==> config.mk <==
export PLATFORM = sky130hd
export DESIGN_NAME = fetch_aligner
export DESIGN_NICKNAME = d
export VERILOG_FILES = /design/src/rtl/rv32ic_fetch_pkg.sv /design/src/rtl/fetch_hw_queue.sv /design/src/rtl/fetch_aligner.sv
export SDC_FILE = /design/constraint.sdc
export NUM_CORES = 1
export LEC_CHECK = 0
export ABC_AREA = 0
export CAP_MARGIN = 20
export CORE_ASPECT_RATIO = 1.1
export CORE_MARGIN = 4
export CORE_UTILIZATION = 40
export DETAILED_ROUTE_END_ITERATION = 7
export DONT_BUFFER_PORTS = 1
export PLACE_DENSITY = 0.6
export SYNTH_ARGS = -nofsm -noshare
export SYNTH_HDL_FRONTEND = slang
export SYNTH_SLANG_ARGS = --single-unit
==> constraint.sdc <==
create_clock -name clk -period 4.8 [get_ports clk]
set_input_delay 0.72 -clock clk [delete_from_list [all_inputs] [get_ports clk]]
set_output_delay 0.72 -clock clk [all_outputs]
set_load 0.05 [all_outputs]
==> src/rtl/rv32ic_fetch_pkg.sv <==
// rv32ic_fetch_pkg
//   Constants and helpers shared by the fetch-side aligner and the
//   decompressor of the RV32IC core.
//   HW_W   : width of one instruction halfword
//   WORD_W : width of one fetch word
//   QDEPTH : depth of the aligner's halfword queue
package rv32ic_fetch_pkg;

    localparam int HW_W   = 16;
    localparam int WORD_W = 32;
    localparam int QDEPTH = 4;

    typedef logic [HW_W-1:0] hw_t;

    // A halfword starts a 16-bit instruction unless its two low bits are 11.
    function automatic logic is_compressed(input hw_t hw);
        return hw[1:0] != 2'b11;
    endfunction

endpackage

==> src/rtl/fetch_hw_queue.sv <==
// fetch_hw_queue
//   4-entry halfword shift queue. Entry 0 is the head. Each cycle the
//   queue first drops pop_n halfwords from the head, then appends push_n
//   halfwords behind the survivors (push_data[15:0] first, then [31:16]).
//   Ports:
//     clk, rst   : clock, synchronous active-high reset
//     clear      : drop all entries (flush)
//     push_n     : halfwords to append (0/1/2)
//     pop_n      : halfwords to remove from the head (0/1/2)
//     push_data  : halfwords to append, low half first
//     entry0/1   : the two head entries
//     count      : number of valid entries (0..4)
//   The caller guarantees pop_n <= count and count - pop_n + push_n <= 4.
module fetch_hw_queue
    import rv32ic_fetch_pkg::*;
(
    input  logic              clk,
    input  logic              rst,
    input  logic              clear,
    input  logic [1:0]        push_n,
    input  logic [1:0]        pop_n,
    input  logic [WORD_W-1:0] push_data,
    output logic [HW_W-1:0]   entry0,
    output logic [HW_W-1:0]   entry1,
    output logic [2:0]        count
);

    localparam int QBITS = QDEPTH * HW_W;

    logic [QDEPTH-1:0][HW_W-1:0] q;
    logic [QDEPTH-1:0][HW_W-1:0] q_next;
    logic [2:0]                  base;
    logic [2:0]                  count_next;
    logic [WORD_W-1:0]           push_bits;
    logic [QBITS-1:0]            ins;

    // Entries at or beyond count are always zero, so the shifted queue and
    // the appended halfwords can simply be OR-ed together.
    always_comb begin
        push_bits  = '0;
        base       = count - {1'b0, pop_n};
        count_next = base + {1'b0, push_n};
        case (push_n)
            2'd1:    push_bits = {{HW_W{1'b0}}, push_data[HW_W-1:0]};
            2'd2:    push_bits = push_data;
            default: push_bits = '0;
        endcase
        ins    = {{(QBITS-WORD_W){1'b0}}, push_bits} << (int'(base) * HW_W);
        q_next = (q >> (int'(pop_n) * HW_W)) | ins;
    end

    always_ff @(posedge clk) begin
        if (rst || clear) begin
            q     <= '0;
            count <= '0;
        end else begin
            q     <= q_next;
            count <= count_next;
        end
    end

    assign entry0 = q[0];
    assign entry1 = q[1];

endmodule

==> src/rtl/fetch_aligner.sv <==
// fetch_aligner
//   Splits the word-aligned fetch stream into 16-bit compressed and 32-bit
//   instructions, including 32-bit instructions straddling two words, and
//   tracks the PC of each emitted instruction.
//   Ports:
//     clk, rst    : clock, synchronous active-high reset
//     flush       : redirect; drops buffered halfwords, reloads head PC
//     flush_pc    : new head PC (bit 0 ignored)
//     in_data     : fetch word, in_valid / in_ready handshake
//     instr       : aligned instruction (compressed ones zero-extended)
//     instr_pc    : PC of instr
//     instr_c     : instr is 16-bit
//     out_valid / out_ready : output handshake
//
//   Handshakes: a transfer happens on a rising edge where valid and ready
//   are both 1 (and flush is 0). valid never depends on ready; in_ready and
//   all output-side signals come from registered state only, so there is no
//   combinational path from in_* to out_*.
module fetch_aligner
    import rv32ic_fetch_pkg::*;
#(
    parameter logic [31:0] RESET_PC = 32'h0000_0000
) (
    input  logic        clk,
    input  logic        rst,
    input  logic        flush,
    input  logic [31:0] flush_pc,
    input  logic [31:0] in_data,
    input  logic        in_valid,
    output logic        in_ready,
    output logic [31:0] instr,
    output logic [31:0] instr_pc,
    output logic        instr_c,
    output logic        out_valid,
    input  logic        out_ready
);

    logic [31:0]     head_pc;
    logic            skip_low;
    logic [HW_W-1:0] entry0;
    logic [HW_W-1:0] entry1;
    logic [2:0]      count;
    logic            head_c;
    logic            push_fire;
    logic            pop_fire;
    logic [1:0]      push_n;
    logic [1:0]      pop_n;
    logic [WORD_W-1:0] push_data;

    always_comb begin
        head_c    = is_compressed(entry0);
        out_valid = (head_c && count >= 3'd1) || (!head_c && count >= 3'd2);
        in_ready  = (count <= 3'd2);
        push_fire = in_valid && in_ready && !flush;
        pop_fire  = out_valid && out_ready && !flush;
        push_n    = push_fire ? (skip_low ? 2'd1 : 2'd2) : 2'd0;
        pop_n     = pop_fire ? (head_c ? 2'd1 : 2'd2) : 2'd0;
        // After a redirect to a PC with bit 1 set, the low half of the first
        // word lies before the target and is dropped.
        push_data = {in_data[31:16], skip_low ? in_data[31:16] : in_data[15:0]};
        // Outputs are forced to zero when nothing valid is presented so the
        // idle queue content never leaks out.
        instr     = '0;
        instr_c   = 1'b0;
        if (out_valid) begin
            instr   = head_c ? {16'h0000, entry0} : {entry1, entry0};
            instr_c = head_c;
        end
    end

    always_ff @(posedge clk) begin
        if (rst) begin
            head_pc  <= RESET_PC;
            skip_low <= RESET_PC[1];
        end else if (flush) begin
            head_pc  <= flush_pc & ~32'h1;
            skip_low <= flush_pc[1];
        end else begin
            if (pop_fire) begin
                head_pc <= head_pc + (head_c ? 32'd2 : 32'd4);
            end
            if (push_fire) begin
                skip_low <= 1'b0;
            end
        end
    end

    fetch_hw_queue u_queue (
        .clk       (clk),
        .rst       (rst),
        .clear     (flush),
        .push_n    (push_n),
        .pop_n     (pop_n),
        .push_data (push_data),
        .entry0    (entry0),
        .entry1    (entry1),
        .count     (count)
    );

    assign instr_pc = head_pc;

endmodule

==> results.ini <==
[floorplan]
die_x_um=121
core_region_area_um2=13800
fp.dieH_um=132
start_util_pct=40.7
rows=45
dieArea_um2=16000
io_pins=136

[clock_tree]
clockBufferDepth=2
clkTransAtPathRegs_ns=0.07
htreeDepth=3
clock-sinks=99
cts_tree=done
postCtsSetupBuffers=0
root_buffer=clkbuf_16
cts-buffers-inserted=9
clkLatencyLatePin_ns=0.35
cts-resized-gates=0
hold_buffers=0

[outcome]
outcome=finished clean

[detailed_routing]
drt-initial-drc-count=493
via_count=5396
via_per_inst=6.06
first_pass_iters=5
drc=0
top_layer=met4
drt-wirelength-per-cell_um=19.7
dr_wl_met2_um=8630
ant_nets=0
met3_length_um=1350
wl_met1_um=7200
routed_wl_um=17600

[synthesis]
synth.cell_area_um2=5610
synth-edff-count=0
synth-seq-area-share_pct=35.3
synth_most_common_cell=nand2_1
synthDominantCellAreaShare_pct=35.3
synth_largest_area_cell=dfxtp_1
yosysWarningCount=0
synth-async-reset-ratio_pct=0
syn_inst=730
dominantRegCellSynth=dfxtp_1
synth_cell_type_count=53
yosys-top-cells-count=165 x nand2_1, 99 x dfxtp_1, 48 x clkbuf_1
synthTopCellsByArea=dfxtp_1 35%, nand2_1 11%, a22oi_1 4.3%
synth_area_per_cell_um2=7.68
synth_nets=805
ys_ff_latch=99

[pwr]
p_per_area_nw_per_um2=310
ir_drop_v=0.000169
p_leak_nw=2.01

[setup_path]
cpMaxStageDelayCell=nand4_1
critical_path_class=reg -> reg
timing.rr.start=u_queue.count[1]$_SDFF_PP0_
reg2reg_to=u_queue.entry1[8]$_SDFF_PP0_
crit_chain=or2_2, o211a_1, buf_4, nand2_1, fa_1, nor3b_1, nand4_1, o22ai_1
endpoint_kind=register
crit_start=u_queue.count[1]$_SDFF_PP0_
crit_required_ns=5.04
r2r_cells=8
cp-start-kind=register
worstPathMaxFanout=33
cpPeakStageDelay_ns=0.83
worstPathArrival_ns=4.21
rrSetupSlack_ns=0.83

[place]
dp_hpwl_um=11200
place_ws_ns=0.906
placement.io_buffers=0
place_congestion=0.790

[grt]
grt_pass1_wl_um=27400
antenna_found_initial=0
grt_max_degree=53
grt_pass1_vias=5081
grt_usage_pct=21.4
overflow=0

[cells_and_area]
drive_gt1_share_pct=8.82
diodes=0
num-fill-cells=1420
area_growth_pct=7.78
fin_nets=773

[timing]
finalHoldViolCount=0
max_slew_margin_pct=23.4
setup_violations=0
skew_ns=0.00802
slew_violations=0
rsz0062_at_grt=false
tns_ns=0
tightest_slew_ns=1.14
fin_hold_ws_ns=0.451
period_minus_slack_ns=3.97
timing.final.ws_setup_ns=0.830
clock.fmax_mhz=252
period_share_pct=82.7

[run]
max_cap_viol_count=0

[hold_path]
min_path_type=in -> reg
hold_start=rst
whs_endpoint=instr_pc[14]$_SDFFE_PP0P_
whs_path_depth=1

-- worst max-delay path by stage --
| stage | end | slack [ns] | depth (start not counted) |
|---|---|---|---|
| after floorplan | u_queue.entry0[11]$_SDFF_PP0_ | 1.22 | 13 |
| after global placement | u_queue.entry1[8]$_SDFF_PP0_ | 0.99 | 8 |
| after detailed placement | u_queue.entry1[8]$_SDFF_PP0_ | 0.91 | 8 |
| after CTS | u_queue.entry1[8]$_SDFF_PP0_ | 0.86 | 8 |
| after global routing | u_queue.entry1[3]$_SDFF_PP0_ | 0.60 | 8 |
| final | u_queue.entry1[8]$_SDFF_PP0_ | 0.83 | 8 |
-- metrics by stage --
stage / std cells / util (%) / total power [W] / instance area [um^2]
3_3_place_gp: 874 / 41.6 / 0.00113 / 5730
2_1_floorplan: 730 / - / 0.00110 / 5610
4_1_cts: 890 / 43.7 / 0.00189 / 6030
6_report: 891 / 43.8 / 0.00187 / 6050
5_1_grt: 891 / 43.8 / 0.00194 / 6050
3_5_place_dp: 874 / 41.6 / 0.00114 / 5730
-- routing by layer --
metal	GRT usage, %	vias to the layer above
li1	-	2574
met1	26.4	2547
met2	36.1	245
met3	4.89	30
met4	8.12	0
met5	0	-
-- cell families after synthesis --
| group | count (synthesis) | share of synthesized area (%) |
|---|---|---|
| xor gates and xnor gates | 13 | 2.03 |
| other | 1 | 0.0669 |
| muxes | 23 | 4.48 |
| buffers and inverters | 76 | 5.38 |
| DFF | 99 | 35.3 |
| AOI/OAI and AO/OA | 182 | 22.3 |
| adders and majority gates | 6 | 1.74 |
| and+or+nand+nor | 330 | 28.7 |
-- state kept, by name (all words and copies together), names as in the netlist --
register	count
instr_pc	31
skip_low	1
u_queue.count	3
u_queue.entry0	16
u_queue.entry1	16
u_queue.q	32
-- cell type report --
| class | count | area [um^2] | area share, % |
|---|---|---|---|
| Multi-Input combinational cell | 555 | 3340 | 55.3 |
| Sequential cell | 99 | 1980 | 32.8 |
| Tap cell | 188 | 235 | 3.89 |
| Clock buffer | 9 | 225 | 3.73 |
| Timing Repair Buffer | 15 | 120 | 1.99 |
| Clock inverter | 7 | 73.8 | 1.22 |
| Inverter | 18 | 67.6 | 1.12 |
-- where the power goes --
group	total [W]	switching [W]	internal, W
clock network	0.000751	0.000342	0.000409
logic	0.000175	0.000111	0.0000646
registers	0.000947	0.0000978	0.000849
-- critical path, delay by kind of cell (launching register included) --
kind / cells / cell delay [ns]
compound gates: 2 / 0.75
fa+ha+maj: 1 / 0.55
buf+inv: 1 / 0.39
flops: 1 / 0.40
simple gates: 4 / 1.78
-- cell usage in the layout, fill, tap and decap left out, types with 6 or more instances in the layout --
| cell type | n |
|---|---|
| nand2_1 | 165 |
| dfxtp_1 | 99 |
| a21oi_1 | 42 |
| nand3_1 | 32 |
| a22oi_1 | 32 |
| nor2_1 | 31 |
| a31oi_1 | 31 |
| and3_1 | 23 |
| nor2b_1 | 20 |
| mux2_2 | 17 |
| o22ai_1 | 17 |
| inv_1 | 16 |
| o2bb2ai_1 | 16 |
| buf_4 | 14 |
| xnor2_1 | 12 |
| and4_1 | 11 |
| a211oi_1 | 9 |
| clkbuf_16 | 9 |
| nand4_1 | 8 |
| nor3_1 | 8 |
| a2111oi_0 | 7 |
| nor4_1 | 6 |
| mux2i_1 | 6 |
(Power assumes the default switching activity.)
